`src/rtl/press_classify_pkg.sv`:
```
// Shared definitions for the touch gesture classifier: FSM state encodings,
// event codes and the millisecond counter helpers.
package press_classify_pkg;

  typedef enum logic [2:0] {
    ST_IDLE  = 3'd0,
    ST_DOWN1 = 3'd1,
    ST_GAP   = 3'd2,
    ST_DOWN2 = 3'd3,
    ST_HOLD  = 3'd4
  } state_e;

  typedef enum logic [1:0] {
    EV_NONE   = 2'd0,
    EV_SHORT  = 2'd1,
    EV_DOUBLE = 2'd2,
    EV_LONG   = 2'd3
  } event_e;

  localparam int         MS_W   = 10;
  localparam logic [9:0] MS_MAX = 10'd1023;

  // Saturating increment: the ms counter must never wrap back to a
  // small value, or a long hold could re-trigger a threshold compare.
  function automatic logic [MS_W-1:0] ms_sat_inc(input logic [MS_W-1:0] val);
    if (val == MS_MAX) begin
      return val;
    end else begin
      return val + 10'd1;
    end
  endfunction

endpackage

```
`src/rtl/ms_tick_gen.sv`:
```
// Millisecond prescaler: emits a one-cycle tick every TICK_MAX clocks.
// A clear restarts the count so each FSM state measures time from entry.
module ms_tick_gen #(
  parameter int TICK_MAX = 50000
) (
  input  logic clk_out,
  input  logic rst,
  input  logic clr,
  output logic tick
);

  localparam int CW = (TICK_MAX > 2) ? $clog2(TICK_MAX) : 1;
  localparam logic [CW-1:0] PRE_LAST = CW'(TICK_MAX - 1);

  logic [CW-1:0] pre_r;

  // Prescaler counts 0..TICK_MAX-1, restarting on clear or wrap.
  always_ff @(posedge clk_out or negedge rst) begin
    if (!rst) begin
      pre_r <= '0;
    end else if (clr) begin
      pre_r <= '0;
    end else if (pre_r == PRE_LAST) begin
      pre_r <= '0;
    end else begin
      pre_r <= pre_r + CW'(1);
    end
  end

  // Tick is a pure decode of the prescaler register; a clear suppresses it.
  assign tick = (pre_r == PRE_LAST) && !clr;

endmodule

```
`src/rtl/press_classify.sv`:
```
// Gesture classifier: turns the debounced touch level into exactly one
// single-cycle short, double or long press event per gesture.
module press_classify
  import press_classify_pkg::*;
#(
  parameter int TICK_MAX  = 50000,
  parameter int LONG_MS   = 800,
  parameter int DOUBLE_MS = 300
) (
  input  logic       clk_out,
  input  logic       rst,
  input  logic       btn_debounce,
  output logic       short_press,
  output logic       double_press,
  output logic       long_press,
  output logic [1:0] last_event,
  output logic       busy
);

  localparam logic [MS_W-1:0] LONG_CNT   = MS_W'(LONG_MS);
  localparam logic [MS_W-1:0] DOUBLE_CNT = MS_W'(DOUBLE_MS);

  logic            btn_q_r;
  logic            rise_s;
  logic            fall_s;
  logic            tick_s;
  logic            clr_s;
  logic            long_hit_s;
  logic            gap_hit_s;
  logic [MS_W-1:0] ms_cnt_r;
  state_e          state_r;
  state_e          state_s;
  event_e          ev_s;
  event_e          ev_pend_r;

  assign rise_s     = btn_debounce & ~btn_q_r;
  assign fall_s     = ~btn_debounce & btn_q_r;
  assign long_hit_s = (ms_cnt_r == LONG_CNT);
  assign gap_hit_s  = (ms_cnt_r == DOUBLE_CNT);
  assign clr_s      = (state_s != state_r);

  ms_tick_gen #(
    .TICK_MAX (TICK_MAX)
  ) u_tick (
    .clk_out (clk_out),
    .rst     (rst),
    .clr     (clr_s),
    .tick    (tick_s)
  );

  // Edge-detect register for the debounced button level.
  always_ff @(posedge clk_out or negedge rst) begin
    if (!rst) begin
      btn_q_r <= 1'b0;
    end else begin
      btn_q_r <= btn_debounce;
    end
  end

  // Millisecond counter: restarts on every state change, saturates at max.
  always_ff @(posedge clk_out or negedge rst) begin
    if (!rst) begin
      ms_cnt_r <= '0;
    end else if (clr_s) begin
      ms_cnt_r <= '0;
    end else if (tick_s) begin
      ms_cnt_r <= ms_sat_inc(ms_cnt_r);
    end
  end

  // Next-state and event decode; edges win over timeouts in the same cycle.
  always_comb begin
    state_s = state_r;
    ev_s    = EV_NONE;
    case (state_r)
      ST_IDLE: begin
        if (rise_s) begin
          state_s = ST_DOWN1;
        end else begin
          state_s = ST_IDLE;
        end
      end
      ST_DOWN1: begin
        if (fall_s) begin
          state_s = ST_GAP;
        end else if (long_hit_s) begin
          state_s = ST_HOLD;
          ev_s    = EV_LONG;
        end else begin
          state_s = ST_DOWN1;
        end
      end
      ST_GAP: begin
        if (rise_s) begin
          state_s = ST_DOWN2;
        end else if (gap_hit_s) begin
          state_s = ST_IDLE;
          ev_s    = EV_SHORT;
        end else begin
          state_s = ST_GAP;
        end
      end
      ST_DOWN2: begin
        if (fall_s) begin
          state_s = ST_IDLE;
          ev_s    = EV_DOUBLE;
        end else if (long_hit_s) begin
          state_s = ST_HOLD;
          ev_s    = EV_LONG;
        end else begin
          state_s = ST_DOWN2;
        end
      end
      ST_HOLD: begin
        if (fall_s) begin
          state_s = ST_IDLE;
        end else begin
          state_s = ST_HOLD;
        end
      end
      default: begin
        state_s = ST_IDLE;
        ev_s    = EV_NONE;
      end
    endcase
  end

  // State register and one-deep event stage feeding the output registers.
  always_ff @(posedge clk_out or negedge rst) begin
    if (!rst) begin
      state_r   <= ST_IDLE;
      ev_pend_r <= EV_NONE;
    end else begin
      state_r   <= state_s;
      ev_pend_r <= ev_s;
    end
  end

  // Registered outputs: pulses and busy align, last_event holds the latest code.
  always_ff @(posedge clk_out or negedge rst) begin
    if (!rst) begin
      short_press  <= 1'b0;
      double_press <= 1'b0;
      long_press   <= 1'b0;
      last_event   <= 2'd0;
      busy         <= 1'b0;
    end else begin
      short_press  <= (ev_pend_r == EV_SHORT);
      double_press <= (ev_pend_r == EV_DOUBLE);
      long_press   <= (ev_pend_r == EV_LONG);
      busy         <= (state_r != ST_IDLE);
      if (ev_pend_r != EV_NONE) begin
        last_event <= ev_pend_r;
      end
    end
  end

endmodule
```
`config.mk`:
```
export PLATFORM = sky130hd
export DESIGN_NAME = press_classify
export DESIGN_NICKNAME = d
export VERILOG_FILES = /design/src/rtl/press_classify_pkg.sv /design/src/rtl/ms_tick_gen.sv /design/src/rtl/press_classify.sv
export SDC_FILE = /design/constraint.sdc
export NUM_CORES = 1
export LEC_CHECK = 0
export CORE_MARGIN = 5
export CORE_UTILIZATION = 59
export DETAILED_ROUTE_END_ITERATION = 7
export HOLD_SLACK_MARGIN = 0.05
export MAX_ROUTING_LAYER = met4
export PLACE_DENSITY = 0.78
export SLEW_MARGIN = 10
export SYNTH_ARGS = -nofsm -noshare
export SYNTH_HDL_FRONTEND = slang
export SYNTH_HIERARCHICAL = 1
export SYNTH_SLANG_ARGS = --single-unit
```
`constraint.sdc`:
```
create_clock -name clk_out -period 3.3 [get_ports clk_out]
set_input_delay 0.33 -clock clk_out [delete_from_list [all_inputs] [get_ports clk_out]]
set_output_delay 0.33 -clock clk_out [all_outputs]
set_load 0.02 [all_outputs]
```
# Word level (Yosys, flattened, before mapping)
# Index checks and enable logic that the tools add are counted.
[word_totals]
regBits = 38
out_inout_bits = 6
wordCells = 56
[op_classes]
reduce_logical = 7
mux = 20
addsub = 2
eq_ne = 13
n_bitwise = 4
[ops]
columns = ["operator", "n"]
rows = [
  ["2-to-1 mux 16 bit", 2],
  ["2-to-1 mux 10 bit", 3],
  ["equality test 10 bit, second input constant", 2],
  ["adder 16 x 1 -> 16 bit, second input constant", 1],
  ["equality test 16 bit, second input constant", 1],
  ["2-to-1 mux 3 bit", 5],
  ["one-hot mux 3 bit (5 select lines)", 1],
  ["adder 10 x 1 -> 10 bit, second input constant", 1],
  ["equality test 10 x 9 -> 1 bit, second input constant", 1],
  ["2-to-1 mux 2 bit", 5],
  ["equality test 3 x 2 -> 1 bit, second input constant", 2],
  ["one-hot mux 2 bit (3 select lines)", 1],
  ["equality test 2 bit, second input constant", 2],
  ["nonzero test 2 bit", 2],
  ["equality test 3 x 1 -> 1 bit, second input constant", 1],
  ["equality test 3 bit, second input constant", 1],
  ["logical NOT 3 bit", 1],
  ["2-to-1 mux 1 bit", 3],
  ["inequality test 3 bit", 1],
  ["nonzero test 3 bit", 1],
  ["AND 1 bit", 2],
  ["equality test 2 x 1 -> 1 bit, second input constant", 1],
  ["inequality test 2 x 1 -> 1 bit, second input constant", 1],
  ["NOT 1 bit", 2],
  ["other kinds (3)", 3],
]

# Longest topological paths before layout
# Gate-level depths: netlist of run 1.
[logic_depth]
ltp_word = 9
ltp_mapped = 12
depth_no_buf = 11

# Cells and area by module
# The synthesis of run 1 kept the hierarchy.
[by_module_without_submodules]
columns = ["mod", "instances", "seq_area_each_um2", "cells_each", "area_per_inst_um2"]
rows = [
  ["press_classify", 1, 550.5, 117, 1211.2],
  ["ms_tick_gen", 1, 400.4, 81, 794.5],
]

# Least setup slack after synthesis of run 1
# Ideal clock, no wire load.
[synth_path]
kind = "reg2reg"
startpoint = "register ms_cnt_r[0]"
endpoint = "register ms_cnt_r[3]"
path_stages_with_launch = 13
path_slack_ps = 938
setup_time_ps = 77
n_path_buf = 1
arrival_ps = 2285
synth_period_minus_slack_ps = 2362
path_cell_list = "dfrtp_1 -> inv_1 -> ha_1 -> and4bb_4 -> a21oi_2 -> o221ai_2 -> buf_6 -> and2_1 -> nor2_1 -> and3_1 -> o311ai_1 -> xor2_1 -> a21oi_1"
[synth_between]
elab_chain_len = 9
elab_cells_between_ends = 20
classes_between = "1 x add/sub; 5 x eq/ne; 10 x mux; 4 x reduce/logical"
[synth_rtl]
columns = ["element", "line", "source"]
rows = [
  ["from (decl)", "press_classify.sv:30", "logic [MS_W-1:0] ms_cnt_r;"],
  ["from (signal assigned)", "press_classify.sv:67", "ms_cnt_r <= ms_sat_inc(ms_cnt_r);"],
  ["equality test 10 bit / equality test 10 x 9 -> 1 bit (equally long branches)", "press_classify.sv:38, press_classify.sv:39", ""],
  ["2-to-1 mux 3 bit (tied with other cells)", "press_classify.sv:107", "end else if (long_hit_s) begin"],
  ["2-to-1 mux 3 bit (tied with other cells)", "press_classify.sv:104", "if (fall_s) begin"],
  ["one-hot mux 3 bit (5 select lines) (*)", "press_classify.sv:75", "case (state_r)"],
  ["inequality test 3 bit (*)", "press_classify.sv:40", "assign clr_s = (state_s != state_r);"],
  ["via clr_s", "press_classify.sv:27", "logic clr_s;"],
  ["logical NOT 1 bit (*)", "ms_tick_gen.sv:31", "assign tick = (pre_r == PRE_LAST) && !clr;"],
  ["logical AND 1 bit (*)", "ms_tick_gen.sv:31", ""],
  ["via tick_s", "press_classify.sv:26", "logic tick_s;"],
  ["nonzero test 2 bit (no source line) (*)", "-", ""],
  ["AND reduction 2 bit (no source line) (*)", "-", ""],
]
# Mark *: on every way through the listed nets, which the timed path passes. The rest lies on a longest branch. The select of a mux whose other input is x is not followed.
# A chain may end at the register's enable or synchronous reset.

# Final worst setup path of run 1
[layout_path]
startpoint = "register ms_cnt_r[0]"
endpoint = "register ms_cnt_r[7]"
# Same word-level chain as after synthesis.

==> results.py, run 1 <==
metrics = {
    "outcome": {
        "outcome": "complete, no violations",
    },
    "global_route": {
        "grt_start_max_net_pins": 39,
        "grt_usage_pct": 20.3,
        "antenna_found_initial": 0,
        "grt_pass1_wl_mm": 6.68,
        "grt_pass1_vias": 1474,
        "gr-total-overflow": 0,
    },
    "clocking": {
        "clock_path_buffers": 2,
        "cts_sinks": 38,
        "cts_hold_buf": 0,
        "ctsResizeCount": 0,
        "clk_latency_ps": 360,
        "root_buffer": "clkbuf_4",
        "cts_max_level": 2,
        "cts.reportedPaths.clkPinSlew_ps": 120,
        "numCtsBuffers": 5,
        "tritoncts": "built",
        "postCtsSetupRepairBufs": 0,
    },
    "sta": {
        "post-route-period-util_pct": 82.3,
        "tns_ps": 0,
        "rsz0062_at_grt": "false",
        "fmax_mhz": 368,
        "relSlewSlack_pct": 65.0,
        "whs_ps": 380,
        "maxSlewViolCount": 0,
        "fin_skew_ps": 13.4,
        "hold_viol_final": 0,
        "period_minus_slack_ps": 2720,
        "setup_violations": 0,
        "worstMarginPinSlew_ps": 525,
        "setup_ws_ps": 584,
    },
    "route": {
        "drtPass1Iterations": 5,
        "route.detailed.drc": 0,
        "dr.first_iter.drc_count": 121,
        "routedWlPerCell_um": 14.3,
        "vias": 1499,
        "drtAntennaViolNets": 0,
        "wirelength_mm": 3.67,
        "viasPerCell": 5.83,
    },
    "power": {
        "finalPower_mw": 1.10,
        "ir_drop_v": 0.000396,
        "cellPowerDensity_mw_per_mm2": 499,
        "p_sw_share_pct": 30.4,
        "p_int_mw": 0.767,
        "switchingPower_mw": 0.335,
        "p_leak_nw": 0.935,
        "p_clk_share_pct": 29.5,
        "seqPwrFrac_pct": 52.4,
        "p_comb_share_pct": 18.1,
    },
    "place": {
        "hpwl_mm": 2.66,
        "dpl-instance-area_mm2": 0.00212,
        "portBuffers": 8,
        "place_ws_ps": 518,
        "gp_congestion": 0.998,
        "dp.cells": 249,
    },
    "floorplan": {
        "pin_count": 9,
        "rows": 21,
        "die_x_um": 68.3,
        "coreArea_mm2": 0.00331,
        "die_h_um": 68.3,
        "initial_core_util_pct": 60.6,
        "die_area_mm2": 0.00467,
    },
    "synthesis": {
        "synth-compound-area-share_pct": 11.5,
        "synthTopCellsByArea": "dfrtp_1 47%, xnor2_1 4.8%, nor2_1 4.3%, a21oi_1 2.7%, nand4_1 2.5%",
        "synth_area_mm2": 0.00201,
        "seq_area_frac_synth_pct": 47.4,
        "synth-edff-count": 0,
        "yosysTopAreaCellShare_pct": 47.4,
        "ys_ff_latch": 38,
        "syn_nets": 204,
        "synth_xor_area_share_pct": 6.99,
        "synthArstFlopShare_pct": 100,
        "synthAdderAreaFrac_pct": 1.87,
        "syn_area_per_cell_um2": 10.1,
        "synth_top_family_by_area": "simple AND/OR/NAND/NOR gates",
        "synth_warnings": 6,
        "muxShareOfSynthArea_pct": 2.00,
        "yosys-top-cells-count": "38 x dfrtp_1, 23 x nor2_1, 12 x nand2_1",
        "synthSimpleGateAreaFrac_pct": 26.6,
        "ys_types": 47,
        "synth_top_area_cell": "dfrtp_1",
        "synthFlopType": "dfrtp_1",
        "synthMostInstantiatedCell": "dfrtp_1",
        "netlist_instances": 198,
    },
    "final_layout": {
        "antennaDiodeCount": 0,
        "finish.utilization_pct": 66.6,
        "fin_area_mm2": 0.00221,
        "final_cells": 257,
        "syn2layout_area_growth_pct": 9.98,
        "drive_above_1_share_pct": 10.9,
        "nNetsFinal": 216,
    },
    "setup_path": {
        "crit_slowest_cell": "dfrtp_1",
        "crit_path_end_kind": "register",
        "cpPeakStageDelay_ps": 420,
        "cp-start-kind": "register",
        "crit_type": "register to register",
        "required_ps": 3530,
        "rrSetupSlack_ps": 580,
        "crit_fanout": 11,
        "cp.arrival_ps": 2940,
        "reg2reg_depth": 11,
        "worstPathCellList": "inv_1, ha_1, and4bb_4, a21oi_2, o221ai_2, and2_1, nor2_1, and3_1, nand4_1, mux2i_1, a21oi_1",
    },
    "run": {
        "drv_cap": 0,
    },
    "min_path": {
        "hold_class": "input pin to async pin",
    },
}
[sequential cells by signal, summed over array words and instances (netlist names)]
name,cells
long_press,1
u_tick/pre_r,16
btn_q_r,1
short_press,1
ev_pend_r,2
last_event,2
ms_cnt_r,10
state_r,3
double_press,1
busy,1
[placed cells by master (no fill, tap or decap), drive strengths merged, types with 2 or more instances in the layout]
| master | n |
|---|---|
| nor3 | 7 |
| nand2b | 2 |
| nand4 | 8 |
| clkbuf | 5 |
| a21oi | 12 |
| ha | 3 |
| nor4 | 5 |
| clkinvlp | 2 |
| inv | 10 |
| nand2 | 12 |
| dfrtp | 38 |
| or3 | 4 |
| nor2 | 23 |
| o21ai | 4 |
| and2 | 3 |
| xor2 | 5 |
| mux2i | 4 |
| a221oi | 2 |
| nor4bb | 2 |
| and3 | 5 |
| nor2b | 4 |
| o311ai | 2 |
| clkdlybuf4s50 | 8 |
| a31oi | 2 |
| and4bb | 2 |
| xnor2 | 11 |
| buf | 2 |
| nand3 | 7 |
[logic make-up (layout without fill, tap and decap cells)]
family	after synthesis	count (layout)
fa+ha+maj	3	3
mux	4	4
xor+xnor	16	16
flops	38	38
buf+inv	15	28
compound gates	31	31
simple gates	91	91
[final timing paths]
check,endpoint,start
max in group asynchronous,last_event[1],rst
setup reg to reg,ms_cnt_r[7],ms_cnt_r[0]
hold reg to reg,short_press,ev_pend_r[1]
min in group clk_out,short_press,ev_pend_r[1]
hold / removal,u_tick/pre_r[1],rst
setup / recovery,ms_cnt_r[7],ms_cnt_r[0]
[per-layer routing]
metal  part of all wire [%]  global-route usage [%]
met2                     48                    32.4
met3                    4.0                    4.43
met4                    3.9                    12.2
met1                     44                    23.2
met5                      0                       -
[final cells by class]
cell class                 instances  area, um^2
clock buffer                       5        37.5
clock inverter                     3        45.0
fill                             263        1100
inverter                          10        37.5
multi-input combinational        145         982
sequential                        38         951
tap                               46        57.6
timing repair buffer              10        95.1
[power groups by stage]
| stage | sequential, mW | combinational [mW] | clock, mW |
|---|---|---|---|
| after detailed placement | 0.586 | 0.202 | 0 |
| after CTS | 0.577 | 0.203 | 0.335 |
| after floorplan | 0.585 | 0.135 | 0 |
| final | 0.577 | 0.199 | 0.325 |
| after global placement | 0.581 | 0.196 | 0 |
| after global routing | 0.585 | 0.222 | 0.357 |
[critical path: cells and delay by family (launching register included)]
kind            cells  cell delay [ps]
fa+ha+maj           1              190
compound gates      3              440
flops               1              420
buf+inv             1               90
mux                 1              180
simple gates        5             1270
Note: power is estimated with default switching activity, not from simulation.
==> run 2, diff against run 1 <==
- clock period: 3.3 -> 2.6 ns (I/O delays scaled with it)
==> run 2 against run 1 <==
Compared with the run above:
- hold slack worse by 49 ps
- largest cell class unchanged
- clock skew up 0.81 ps
- critical endpoint is now ms_cnt_r[8]
- global-route usage rose by 0.078 points
- die area unchanged
- power is 20% higher
- sequential power increased by 28%
- clock-buffer cell count grew 1
==> results.py, run 2 (same netlist as run 1, synthesis figures left out) <==
metrics = {
    "sta": {
        "hold_viol_final": 0,
        "post-route-period-util_pct": 92.8,
        "worstMarginPinSlew_ps": 481,
        "period_minus_slack_ps": 2410,
        "setup_violations": 0,
        "tns_ps": 0,
        "fin_skew_ps": 14.2,
        "fmax_mhz": 415,
        "maxSlewViolCount": 0,
        "rsz0062_at_grt": "false",
        "relSlewSlack_pct": 67.9,
    },
    "final_layout": {
        "syn2layout_area_growth_pct": 10.2,
        "largest_reg_flops": 16,
        "nFillCells": 280,
        "nNetsFinal": 219,
        "drive_above_1_share_pct": 12.1,
        "finish.utilization_pct": 66.7,
        "antennaDiodeCount": 0,
        "final_cell_mix": "38 x dfrtp_1, 23 x nor2_1, 12 x nand2_1, 11 x a21oi_1, 11 x xnor2_1",
        "biggestRegsByFlops": "u_tick/pre_r (16), ms_cnt_r (10), state_r (3)",
        "final_common_cell": "dfrtp_1",
        "regMostFlops": "u_tick/pre_r",
    },
    "setup_path": {
        "crit_fanout": 5,
        "cp-start-kind": "register",
        "cp.arrival_ps": 2640,
        "crit_path_end_kind": "register",
        "crit_type": "register to register",
        "reg2reg_depth": 11,
        "required_ps": 2830,
    },
    "power": {
        "cellPowerDensity_mw_per_mm2": 598,
        "seqPwrFrac_pct": 55.9,
        "ir_drop_v": 0.000323,
        "switchingPower_mw": 0.416,
        "p_sw_share_pct": 31.5,
        "p_clk_share_pct": 24.2,
        "p_leak_nw": 0.948,
        "p_comb_share_pct": 20.0,
        "p_int_mw": 0.905,
    },
    "global_route": {
        "gr-total-overflow": 0,
        "grt_pass1_wl_mm": 6.81,
        "grt_usage_pct": 20.3,
        "grt_pass1_vias": 1529,
        "grt_start_max_net_pins": 39,
        "antenna_found_initial": 0,
    },
    "route": {
        "viasPerCell": 6.05,
        "dr.first_iter.drc_count": 119,
        "drtPass1Iterations": 4,
        "route.detailed.drc": 0,
        "routedWlPerCell_um": 15.2,
        "vias": 1573,
        "drtAntennaViolNets": 0,
        "wirelength_mm": 3.95,
    },
    "clocking": {
        "ctsResizeCount": 0,
        "root_buffer": "clkbuf_4",
        "numCtsBuffers": 5,
        "cts.reportedPaths.clkPinSlew_ps": 120,
        "clock_path_buffers": 2,
        "cts_hold_buf": 0,
        "tritoncts": "built",
        "clk_latency_ps": 340,
        "cts_max_level": 2,
        "postCtsSetupRepairBufs": 0,
        "cts_sinks": 38,
    },
    "floorplan": {
        "die_x_um": 68.3,
        "pin_count": 9,
        "coreArea_mm2": 0.00331,
        "initial_core_util_pct": 60.6,
        "die_h_um": 68.3,
        "die_area_mm2": 0.00467,
        "rows": 21,
    },
    "place": {
        "hpwl_mm": 2.90,
        "gp_congestion": 0.942,
        "portBuffers": 8,
    },
    "run": {
        "drv_cap": 0,
    },
    "outcome": {
        "outcome": "complete, no violations",
    },
    "min_path": {
        "hold_class": "input pin to async pin",
    },
}
run 2: worst paths after layout:
kind	start	endpoint	slack, ps
setup / recovery	ms_cnt_r[0]	ms_cnt_r[8]	190
hold / removal	rst	busy	330
setup reg to reg	ms_cnt_r[0]	ms_cnt_r[8]	190
hold reg to reg	ev_pend_r[1]	short_press	470
max in group asynchronous	rst	ms_cnt_r[5]	1920
min in group clk_out	btn_debounce	btn_q_r	450
run 2: cell type report:
cell class              count  area, um^2  share of cell area [%]
well taps                  46        57.6                    2.60
repair buffers             13         118                    5.32
flip-flops and latches     38         951                    43.0
multi-input cells         145         982                    44.5
inverters                  10        37.5                    1.70
clock buffers               6        51.3                    2.32
clock inverters             2        12.5                   0.566
run 2: metrics by stage:
step	cells	cell area, um^2	worst slack [ps]	total power, mW	hold WS [ps]
2_1_floorplan	198	2010	238	0.914	-35.6
3_3_place_gp	252	2150	365	0.988	431
3_5_place_dp	252	2150	174	1.01	446
4_1_cts	260	2210	178	1.34	328
5_1_grt	260	2210	3.55	1.41	348
6_report	260	2210	188	1.32	332
run 2: routing by layer:
| layer | track usage, % | share of wire (%) |
|---|---|---|
| met1 | 22.8 | 40 |
| met2 | 34.9 | 53 |
| met3 | 5.09 | 4.3 |
| met4 | 7.44 | 2.1 |
| met5 | - | 0 |
run 2: power by group through the flow:
| stage | logic [mW] | clock network [mW] | registers (mW) |
|---|---|---|---|
| finish | 0.264 | 0.319 | 0.738 |
| detailed placement | 0.265 | 0 | 0.749 |
| global route | 0.293 | 0.363 | 0.749 |
| global placement | 0.251 | 0 | 0.737 |
| floorplan | 0.171 | 0 | 0.743 |
| CTS | 0.266 | 0.333 | 0.737 |
run 2: critical path, stage by stage (launching register included):
cell and delay (ps):
dfrtp_1 400, inv_1 80, ha_1 200, and4bb_4 220, a21oi_2 150, o221ai_2 130, and2_1 180, nor2_1 270
nand2_1 110, nor3_1 260, nor2_1 70, a221oi_1 230
==> run 3, diff against run 2 <==
- TNS_END_PERCENT: not set -> 10
==> results of run 3 <==
Final layout, timing and power as in run 2 (identical DEF).
